[config.mk]
export PLATFORM = sky130hd
export DESIGN_NAME = lcd_timing_gen
export DESIGN_NICKNAME = d
export VERILOG_FILES = /design/src/rtl/lcd_timing_gen.sv
export SDC_FILE = /design/constraint.sdc
export NUM_CORES = 1
export LEC_CHECK = 0
export BUFFER_PORTS_ARGS = -buffer_cell sky130_fd_sc_hd__buf_2
export CORE_MARGIN = 3
export CORE_UTILIZATION = 56
export DETAILED_ROUTE_END_ITERATION = 10
export HOLD_SLACK_MARGIN = 0.06
export PLACE_DENSITY_LB_ADDON = 0.05
export REMOVE_ABC_BUFFERS = 1
export SETUP_SLACK_MARGIN = 0.05
export SYNTH_ARGS = -nofsm -noshare
export SYNTH_HDL_FRONTEND = slang
export SYNTH_SLANG_ARGS = --single-unit
[constraint.sdc]
create_clock -name clk_lcd -period 2.5 [get_ports clk_lcd]
set_input_delay 0.25 -clock clk_lcd [delete_from_list [all_inputs] [get_ports clk_lcd]]
set_output_delay 0.25 -clock clk_lcd [all_outputs]
set_load 0.05 [all_outputs]
[src/rtl/lcd_timing_gen.sv]
// Raster timing generator for a parallel-RGB LCD panel.
// Free-running h/v counters feed registered sync, window and position outputs.
// A four-state power FSM changes state only on frame boundaries, so the panel
// never sees a partial frame while DISP is asserted.
// Handshake: there is none. lcd_on is a level request that is looked at only
// on frame-start cycles, and every output is a registered level or pulse.
module lcd_timing_gen #(
    parameter int H_ACTIVE   = 480,
    parameter int H_PULSE    = 41,
    parameter int H_BP       = 2,
    parameter int H_FP       = 2,
    parameter int V_ACTIVE   = 272,
    parameter int V_PULSE    = 10,
    parameter int V_BP       = 2,
    parameter int V_FP       = 2,
    parameter int PWR_FRAMES = 4
) (
    input  logic       clk_lcd,
    input  logic       rst_n,
    input  logic       lcd_on,
    output logic [9:0] hcount_reg,
    output logic [8:0] Vcount_reg,
    output logic       flagh,
    output logic       flagv,
    output logic       rgb_en,
    output logic       de,
    output logic       hsync_n,
    output logic       vsync_n,
    output logic       disp_on,
    output logic       frame_start,
    output logic [1:0] pwr_state
);

    localparam int H_TOTAL = H_PULSE + H_BP + H_ACTIVE + H_FP;
    localparam int V_TOTAL = V_PULSE + V_BP + V_ACTIVE + V_FP;

    localparam logic [9:0] H_LAST  = 10'(H_TOTAL - 1);
    localparam logic [9:0] H_SYNC  = 10'(H_PULSE);
    localparam logic [9:0] H_START = 10'(H_PULSE + H_BP);
    localparam logic [9:0] H_END   = 10'(H_PULSE + H_BP + H_ACTIVE);
    localparam logic [8:0] V_LAST  = 9'(V_TOTAL - 1);
    localparam logic [8:0] V_SYNC  = 9'(V_PULSE);
    localparam logic [8:0] V_START = 9'(V_PULSE + V_BP);
    localparam logic [8:0] V_END   = 9'(V_PULSE + V_BP + V_ACTIVE);
    localparam logic [2:0] PWR_LAST = 3'(PWR_FRAMES - 1);

    typedef enum logic [1:0] {
        OFF   = 2'd0,
        WAKE  = 2'd1,
        RUN   = 2'd2,
        SLEEP = 2'd3
    } pwr_t;

    logic [9:0] h_cnt;
    logic [8:0] v_cnt;
    logic [2:0] frm_cnt, frm_nxt;
    pwr_t       state, state_nxt;
    logic       fs_cond, h_win, v_win, act, de_d1;

    assign fs_cond   = (h_cnt == 10'd0) && (v_cnt == 9'd0);
    assign h_win     = (h_cnt >= H_START) && (h_cnt < H_END);
    assign v_win     = (v_cnt >= V_START) && (v_cnt < V_END);
    // Data is gated by the registered windows, so rgb_en trails flagh&flagv by one clock.
    assign act       = flagh && flagv && (state == RUN);
    assign pwr_state = state;

    // Free-running raster counters; they keep running in every power state.
    always_ff @(posedge clk_lcd) begin
        if (!rst_n) begin
            h_cnt <= '0;
            v_cnt <= '0;
        end else if (h_cnt == H_LAST) begin
            h_cnt <= '0;
            v_cnt <= (v_cnt == V_LAST) ? 9'd0 : v_cnt + 9'd1;
        end else begin
            h_cnt <= h_cnt + 10'd1;
        end
    end

    // Registered timing outputs, one clock behind the counters.
    always_ff @(posedge clk_lcd) begin
        if (!rst_n) begin
            hsync_n     <= 1'b1;
            vsync_n     <= 1'b1;
            flagh       <= 1'b0;
            flagv       <= 1'b0;
            hcount_reg  <= '0;
            Vcount_reg  <= '0;
            frame_start <= 1'b0;
        end else begin
            hsync_n     <= !(h_cnt < H_SYNC);
            vsync_n     <= !(v_cnt < V_SYNC);
            flagh       <= h_win;
            flagv       <= v_win;
            // Window gating guarantees the subtraction never underflows.
            hcount_reg  <= h_win ? h_cnt - H_START : 10'd0;
            Vcount_reg  <= v_win ? v_cnt - V_START : 9'd0;
            frame_start <= fs_cond;
        end
    end

    // Enable pipeline: rgb_en matches the renderer's first stage, de its data outputs.
    always_ff @(posedge clk_lcd) begin
        if (!rst_n) begin
            rgb_en <= 1'b0;
            de_d1  <= 1'b0;
            de     <= 1'b0;
        end else begin
            rgb_en <= act;
            de_d1  <= act;
            de     <= de_d1;
        end
    end

    // Power FSM state, frame counter and DISP pin.
    always_ff @(posedge clk_lcd) begin
        if (!rst_n) begin
            state   <= OFF;
            frm_cnt <= '0;
            disp_on <= 1'b0;
        end else begin
            state   <= state_nxt;
            frm_cnt <= frm_nxt;
            // Tracking the next state makes DISP change on the same edge as frame_start.
            disp_on <= (state_nxt != OFF);
        end
    end

    // Next-state logic; lcd_on only matters on frame-start cycles.
    always_comb begin
        state_nxt = state;
        frm_nxt   = frm_cnt;
        case (state)
            OFF: begin
                if (fs_cond && lcd_on) begin
                    state_nxt = WAKE;
                    frm_nxt   = '0;
                end
            end
            WAKE: begin
                if (fs_cond) begin
                    if (!lcd_on) begin
                        state_nxt = OFF;
                        frm_nxt   = '0;
                    end else if (frm_cnt == PWR_LAST) begin
                        state_nxt = RUN;
                        frm_nxt   = '0;
                    end else begin
                        frm_nxt = frm_cnt + 3'd1;
                    end
                end
            end
            RUN: begin
                if (fs_cond && !lcd_on) begin
                    state_nxt = SLEEP;
                    frm_nxt   = '0;
                end
            end
            SLEEP: begin
                // A returning lcd_on is ignored here; it is honoured once OFF is reached.
                if (fs_cond) begin
                    if (frm_cnt == PWR_LAST) begin
                        state_nxt = OFF;
                        frm_nxt   = '0;
                    end else begin
                        frm_nxt = frm_cnt + 3'd1;
                    end
                end
            end
            default: begin
                state_nxt = OFF;
                frm_nxt   = '0;
            end
        endcase
    end

endmodule
==> impl_metrics.env, run 1 <==
export IMPL_synth_edf_count=0
export IMPL_period_share=0.8521
export IMPL_timing_hold_violations_final=0
export IMPL_ys_types=46
export IMPL_yosysTopAreaCell="dfxtp_1"
export IMPL_status="finished clean"
export IMPL_synth_commonest_cells="51 x dfxtp_1, 35 x nor2_1, 18 x nand2_1"
export IMPL_netlist_area_mm2=0.002346
export IMPL_root_buffer="clkbuf_8"
export IMPL_critical_path_arrival_ps=2290
export IMPL_clock_sinks=51
export IMPL_worstPathCellList="or2_1 > or4_1 > o311ai_2 > nor2_1"
export IMPL_dieArea_mm2=0.005002
export IMPL_cts_hold_buf=0
export IMPL_start_util=0.6088
export IMPL_rows=22
export IMPL_dp_cells=330
export IMPL_numCtsBuffers=5
export IMPL_drive_above_1_share=0.1621
export IMPL_timing_worst_setup_path_type="register to register"
export IMPL_area_growth_pct=10.51
export IMPL_final_setup_tns_ps=0
export IMPL_grt_busiest_layer="met1"
export IMPL_fmax_mhz=469.4
export IMPL_cap_violations=0
export IMPL_critPathSlowestCell="o311ai_2"
export IMPL_drt_iter0_drc=100
export IMPL_via_per_inst=5.512
export IMPL_vias=1863
export IMPL_cp_max_fo=10
export IMPL_min_period_ps=2130
export IMPL_cts_tree="yes"
export IMPL_start_kind="register"
export IMPL_hp_class="primary input to register"
export IMPL_grtUsageMet3=0.03551
export IMPL_antenna_cells=0
export IMPL_cellPowerDensity_mw_per_mm2=585.1
export IMPL_core_mm2=0.003854
export IMPL_clk_pin_slew_ps=90
export IMPL_ys_seq_area_frac=0.4352
export IMPL_gr_usage_met2=0.2698
export IMPL_synth_seq_cells=51
export IMPL_portBuffers=31
export IMPL_synth_ff_type="dfxtp_1"
export IMPL_drv_slew=0
export IMPL_syn_avg_cell_area_um2=8.754
export IMPL_post_cts_buffers=0
export IMPL_setup_violations=0
export IMPL_drt_wl_total_um=4578
export IMPL_grt_max_degree=16
export IMPL_grt_total_usage=0.1937
export IMPL_clk_latency_ps=300
export IMPL_drc=0
export IMPL_grt_setup_unrepaired="false"
export IMPL_io_pins=32
export IMPL_power_w=0.001517
export IMPL_yosysMostFrequentCell="dfxtp_1"
export IMPL_wl_per_cell_um=13.54
export IMPL_worst_slew_pin_slew_ps=657.2
export IMPL_finClkSkew_ps=4.747
export IMPL_crit_required_ps=2660
export IMPL_antenna_found_initial=0
export IMPL_async_flop_share=0
export IMPL_grt_pass1_vias=1660
export IMPL_synth_warnings=0
export IMPL_num_nets_final=300
export IMPL_grt_overflow=0
export IMPL_synth_top_cell_area_share=0.4352
export IMPL_slew_headroom=0.5611
export IMPL_synthCells=268
export IMPL_ant_nets=0
export IMPL_die_w_um=70.73
export IMPL_holdWs_ps=252.3
export IMPL_first_pass_iters=4
export IMPL_r2r_slack_ps=370
export IMPL_ys_top_cells_by_area="dfxtp_1 44%, xnor2_1 6.3%, nor2_1 5.6%, ha_1 4.3%, nand2_1 2.9%"
export IMPL_ir_worst_vdd_uv=371.4
export IMPL_cp_end_kind="register"
export IMPL_slowest_delay_ps=640
export IMPL_place_congestion=0.8907
export IMPL_post_cts_resized=0
export IMPL_cts_buffer_depth=2
export IMPL_h_tree_depth=2
export IMPL_p_leak_nw=1.067
export IMPL_use_met1=0.2974
export IMPL_die_h_um=70.73
export IMPL_grt_pass1_wl_um=7948
export IMPL_dp_hpwl_um=3326
export IMPL_instances_no_fill=338
-- report_power, final --
| part | total (W) | internal [W] | switching (W) |
|---|---|---|---|
| registers | 0.000836 | 0.000823 | 0.0000130 |
| logic | 0.0000961 | 0.0000313 | 0.0000648 |
| clock network | 0.000584 | 0.000324 | 0.000260 |
-- cell families after synthesis --
group,synth area share
AND/OR/NAND/NOR,0.2475
flip-flops,0.4352
AO/OA/AOI/OAI,0.1157
buffers and inverters,0.07200
XOR/XNOR,0.07840
adder cells (fa/ha/maj),0.04267
multiplexers,0.008534
-- stage by stage --
step | util | area [um^2] | worst slack [ps]
CTS | 0.6727 | 2592 | 356.4
global placement | 0.6422 | 2475 | 434.5
global route | 0.6727 | 2592 | 182.6
finish | 0.6727 | 2592 | 369.8
detailed placement | 0.6422 | 2475 | 380.0
floorplan | - | 2237 | 523.5
-- path summary, 6_finish.rpt --
check / start / end / cells past startpoint
worst max-delay path: v_cnt[4] / Vcount_reg[8] / 4
worst min-delay path: rst_n / hsync_n / 2
worst max register to register: v_cnt[4] / Vcount_reg[8] / 4
worst min register to register: frm_cnt[2] / frm_cnt[2] / 2
-- worst max-delay path, delay by kind of cell (launching register included) --
family | cells | cell delay (ps)
AND/OR/NAND/NOR | 3 | 960
AO/OA/AOI/OAI | 1 | 640
flip-flops | 1 | 400
-- layout by cell type (no fill, tap or decap), types with 3 or more instances in the layout --
master	synthesis	routed
nor2_1	35	35
nand2b_1	3	3
buf_4	0	3
and3_1	3	3
xnor2_1	17	17
buf_2	3	31
nor3_1	6	6
nand4_1	5	5
o31ai_1	4	4
inv_1	16	16
o21ai_0	5	5
xor2_1	4	4
a21boi_0	3	3
a21oi_1	10	10
clkbuf_8	0	6
or4_1	4	4
ha_1	8	8
nand2_1	18	18
nor4_1	8	8
dfxtp_1	51	51
o211ai_1	3	3
nor2b_1	4	4
nand3_1	9	9
-- area by class of cell --
cell class | instances | area, um^2
clock buffer | 6 | 82.58
clock inverter | 2 | 35.03
fill | 340 | 1261
inverter | 16 | 60.06
multi-input combinational | 181 | 1156
sequential | 51 | 1021
tap | 48 | 60.06
timing repair buffer | 34 | 177.7
-- metal layers --
layer,vias up,routed length [um]
li1,954,-
met1,856,2366
met2,47,1922
met3,6,227
met4,0,62
met5,-,0
Power figures use the tool's default switching activity.
==> run 2: changes to the inputs <==
CORE_MARGIN = 5   (was 3)
HOLD_SLACK_MARGIN = default   (was 0.06)
==> impl_metrics.env, run 2 (synthesis gave the netlist of run 1 again) <==
export IMPL_status="finished clean"
export IMPL_finClkSkew_ps=4.995
export IMPL_worst_path_buf_inv=0
export IMPL_cts_buffer_depth=2
export IMPL_antenna_cells=0
export IMPL_numCtsBuffers=5
export IMPL_place_area_mm2=0.002500
export IMPL_drt_iter0_drc=72
export IMPL_cap_violations=0
export IMPL_fin_ws_ps=403.2
export IMPL_cts_tree="yes"
export IMPL_worstPathCellList="or3b_1 > or3_4 > or4_4 > a21oi_2"
export IMPL_drv_slew=0
export IMPL_portBuffers=31
export IMPL_post_cts_resized=0
export IMPL_antenna_found_initial=0
export IMPL_period_share=0.8387
export IMPL_multiInputGateArea_mm2=0.001156
export IMPL_final_setup_tns_ps=0
export IMPL_clk_latency_ps=300
export IMPL_drt_wl_total_um=4615
export IMPL_slowest_delay_ps=530
export IMPL_ant_nets=0
export IMPL_grt_total_usage=0.1769
export IMPL_ir_worst_vdd_uv=371.0
export IMPL_num_nets_final=303
export IMPL_grt_overflow=0
export IMPL_finalInstanceArea_mm2=0.002613
export IMPL_die_h_um=74.73
export IMPL_cellPowerDensity_mw_per_mm2=572.8
export IMPL_crit_required_ps=2740
export IMPL_post_cts_buffers=0
export IMPL_dp_slack_ps=433.4
export IMPL_drive_above_1_share=0.1706
export IMPL_worst_path_dominant_cell_family="simple AND/OR/NAND/NOR gates"
export IMPL_first_pass_iters=4
export IMPL_worst_slew_pin_slew_ps=461.6
export IMPL_drc=0
export IMPL_clock_sinks=51
export IMPL_final_common_cell="dfxtp_1"
export IMPL_io_pins=32
export IMPL_dp_hpwl_um=3446
export IMPL_via_per_inst=5.504
export IMPL_clk_pin_slew_ps=90
export IMPL_cp_end_kind="register"
export IMPL_critPathSlowestCell="or4_4"
export IMPL_timing_worst_setup_path_type="register to register"
export IMPL_final_fill_count=365
export IMPL_cp_max_fo=10
export IMPL_dieArea_mm2=0.005584
export IMPL_slew_headroom=0.6899
export IMPL_place_congestion=0.8978
export IMPL_h_tree_depth=2
export IMPL_wl_per_cell_um=13.45
export IMPL_rows=23
export IMPL_start_util=0.5823
export IMPL_area_growth_pct=11.36
export IMPL_die_w_um=74.73
export IMPL_grt_pass1_vias=1620
export IMPL_vias=1888
export IMPL_hp_class="primary input to register"
export IMPL_fmax_mhz=476.9
export IMPL_grt_max_degree=17
export IMPL_seq_area_mm2=0.001021
export IMPL_timing_hold_violations_final=0
export IMPL_critical_path_arrival_ps=2340
export IMPL_root_buffer="clkbuf_8"
export IMPL_cts_hold_buf=0
export IMPL_final_cell_mix="51 x dfxtp_1, 35 x nor2_1, 31 x buf_2"
export IMPL_min_period_ps=2097
export IMPL_start_kind="register"
export IMPL_grt_setup_unrepaired="false"
export IMPL_grt_pass1_wl_um=7624
export IMPL_p_leak_nw=1.079
export IMPL_setup_violations=0
export IMPL_core_mm2=0.004029
==> run 2: area by class of cell <==
class,count,share of cell area
multi-input combinational,181,0.4425
sequential,51,0.3908
timing repair buffer,37,0.07663
clock buffer,5,0.02634
tap,50,0.02395
inverter,16,0.02299
clock inverter,3,0.01676
==> run 2: through the flow <==
stage / instances / total power (W) / hold WS (ps) / util
after CTS: 343 / 0.001519 / 251.2 / 0.6484
after global routing: 343 / 0.001568 / 249.9 / 0.6484
final: 343 / 0.001496 / 258.7 / 0.6484
after global placement: 335 / 0.0009525 / 428.7 / 0.6205
after detailed placement: 335 / 0.0009528 / 433.6 / 0.6205
after floorplan: 248 / 0.0009241 / 321.8 / -
==> run 2: final timing paths <==
path / startpoint / to / slack, ps / depth (start not counted)
max: h_cnt[5] / v_cnt[8] / 400 / 4
min: rst_n / hsync_n / 260 / 2
max reg2reg: h_cnt[5] / v_cnt[8] / 400 / 4
min reg2reg: frm_cnt[2] / frm_cnt[2] / 450 / 2
==> run 2: worst register-to-register path, stage by stage (launching register included) <==
cell	delay (ps)
dfxtp_1	410
or3b_1	510
or3_4	460
or4_4	530
a21oi_2	130
==> run 2: metal layers <==
| metal | track usage | up-vias | share of wire |
|---|---|---|---|
| met5 | 0 | - | 0 |
| met4 | 0.05336 | 0 | 0.011 |
| met3 | 0.04673 | 5 | 0.076 |
| met2 | 0.2605 | 60 | 0.42 |
| met1 | 0.2541 | 862 | 0.49 |
| li1 | - | 961 | - |
==> run 2: power breakdown <==
part | internal, W | switching [W] | leakage [nW]
combinational | 0.0000314 | 0.0000664 | 0.608
clock | 0.000298 | 0.000265 | 0.0581
sequential | 0.000823 | 0.0000126 | 0.413
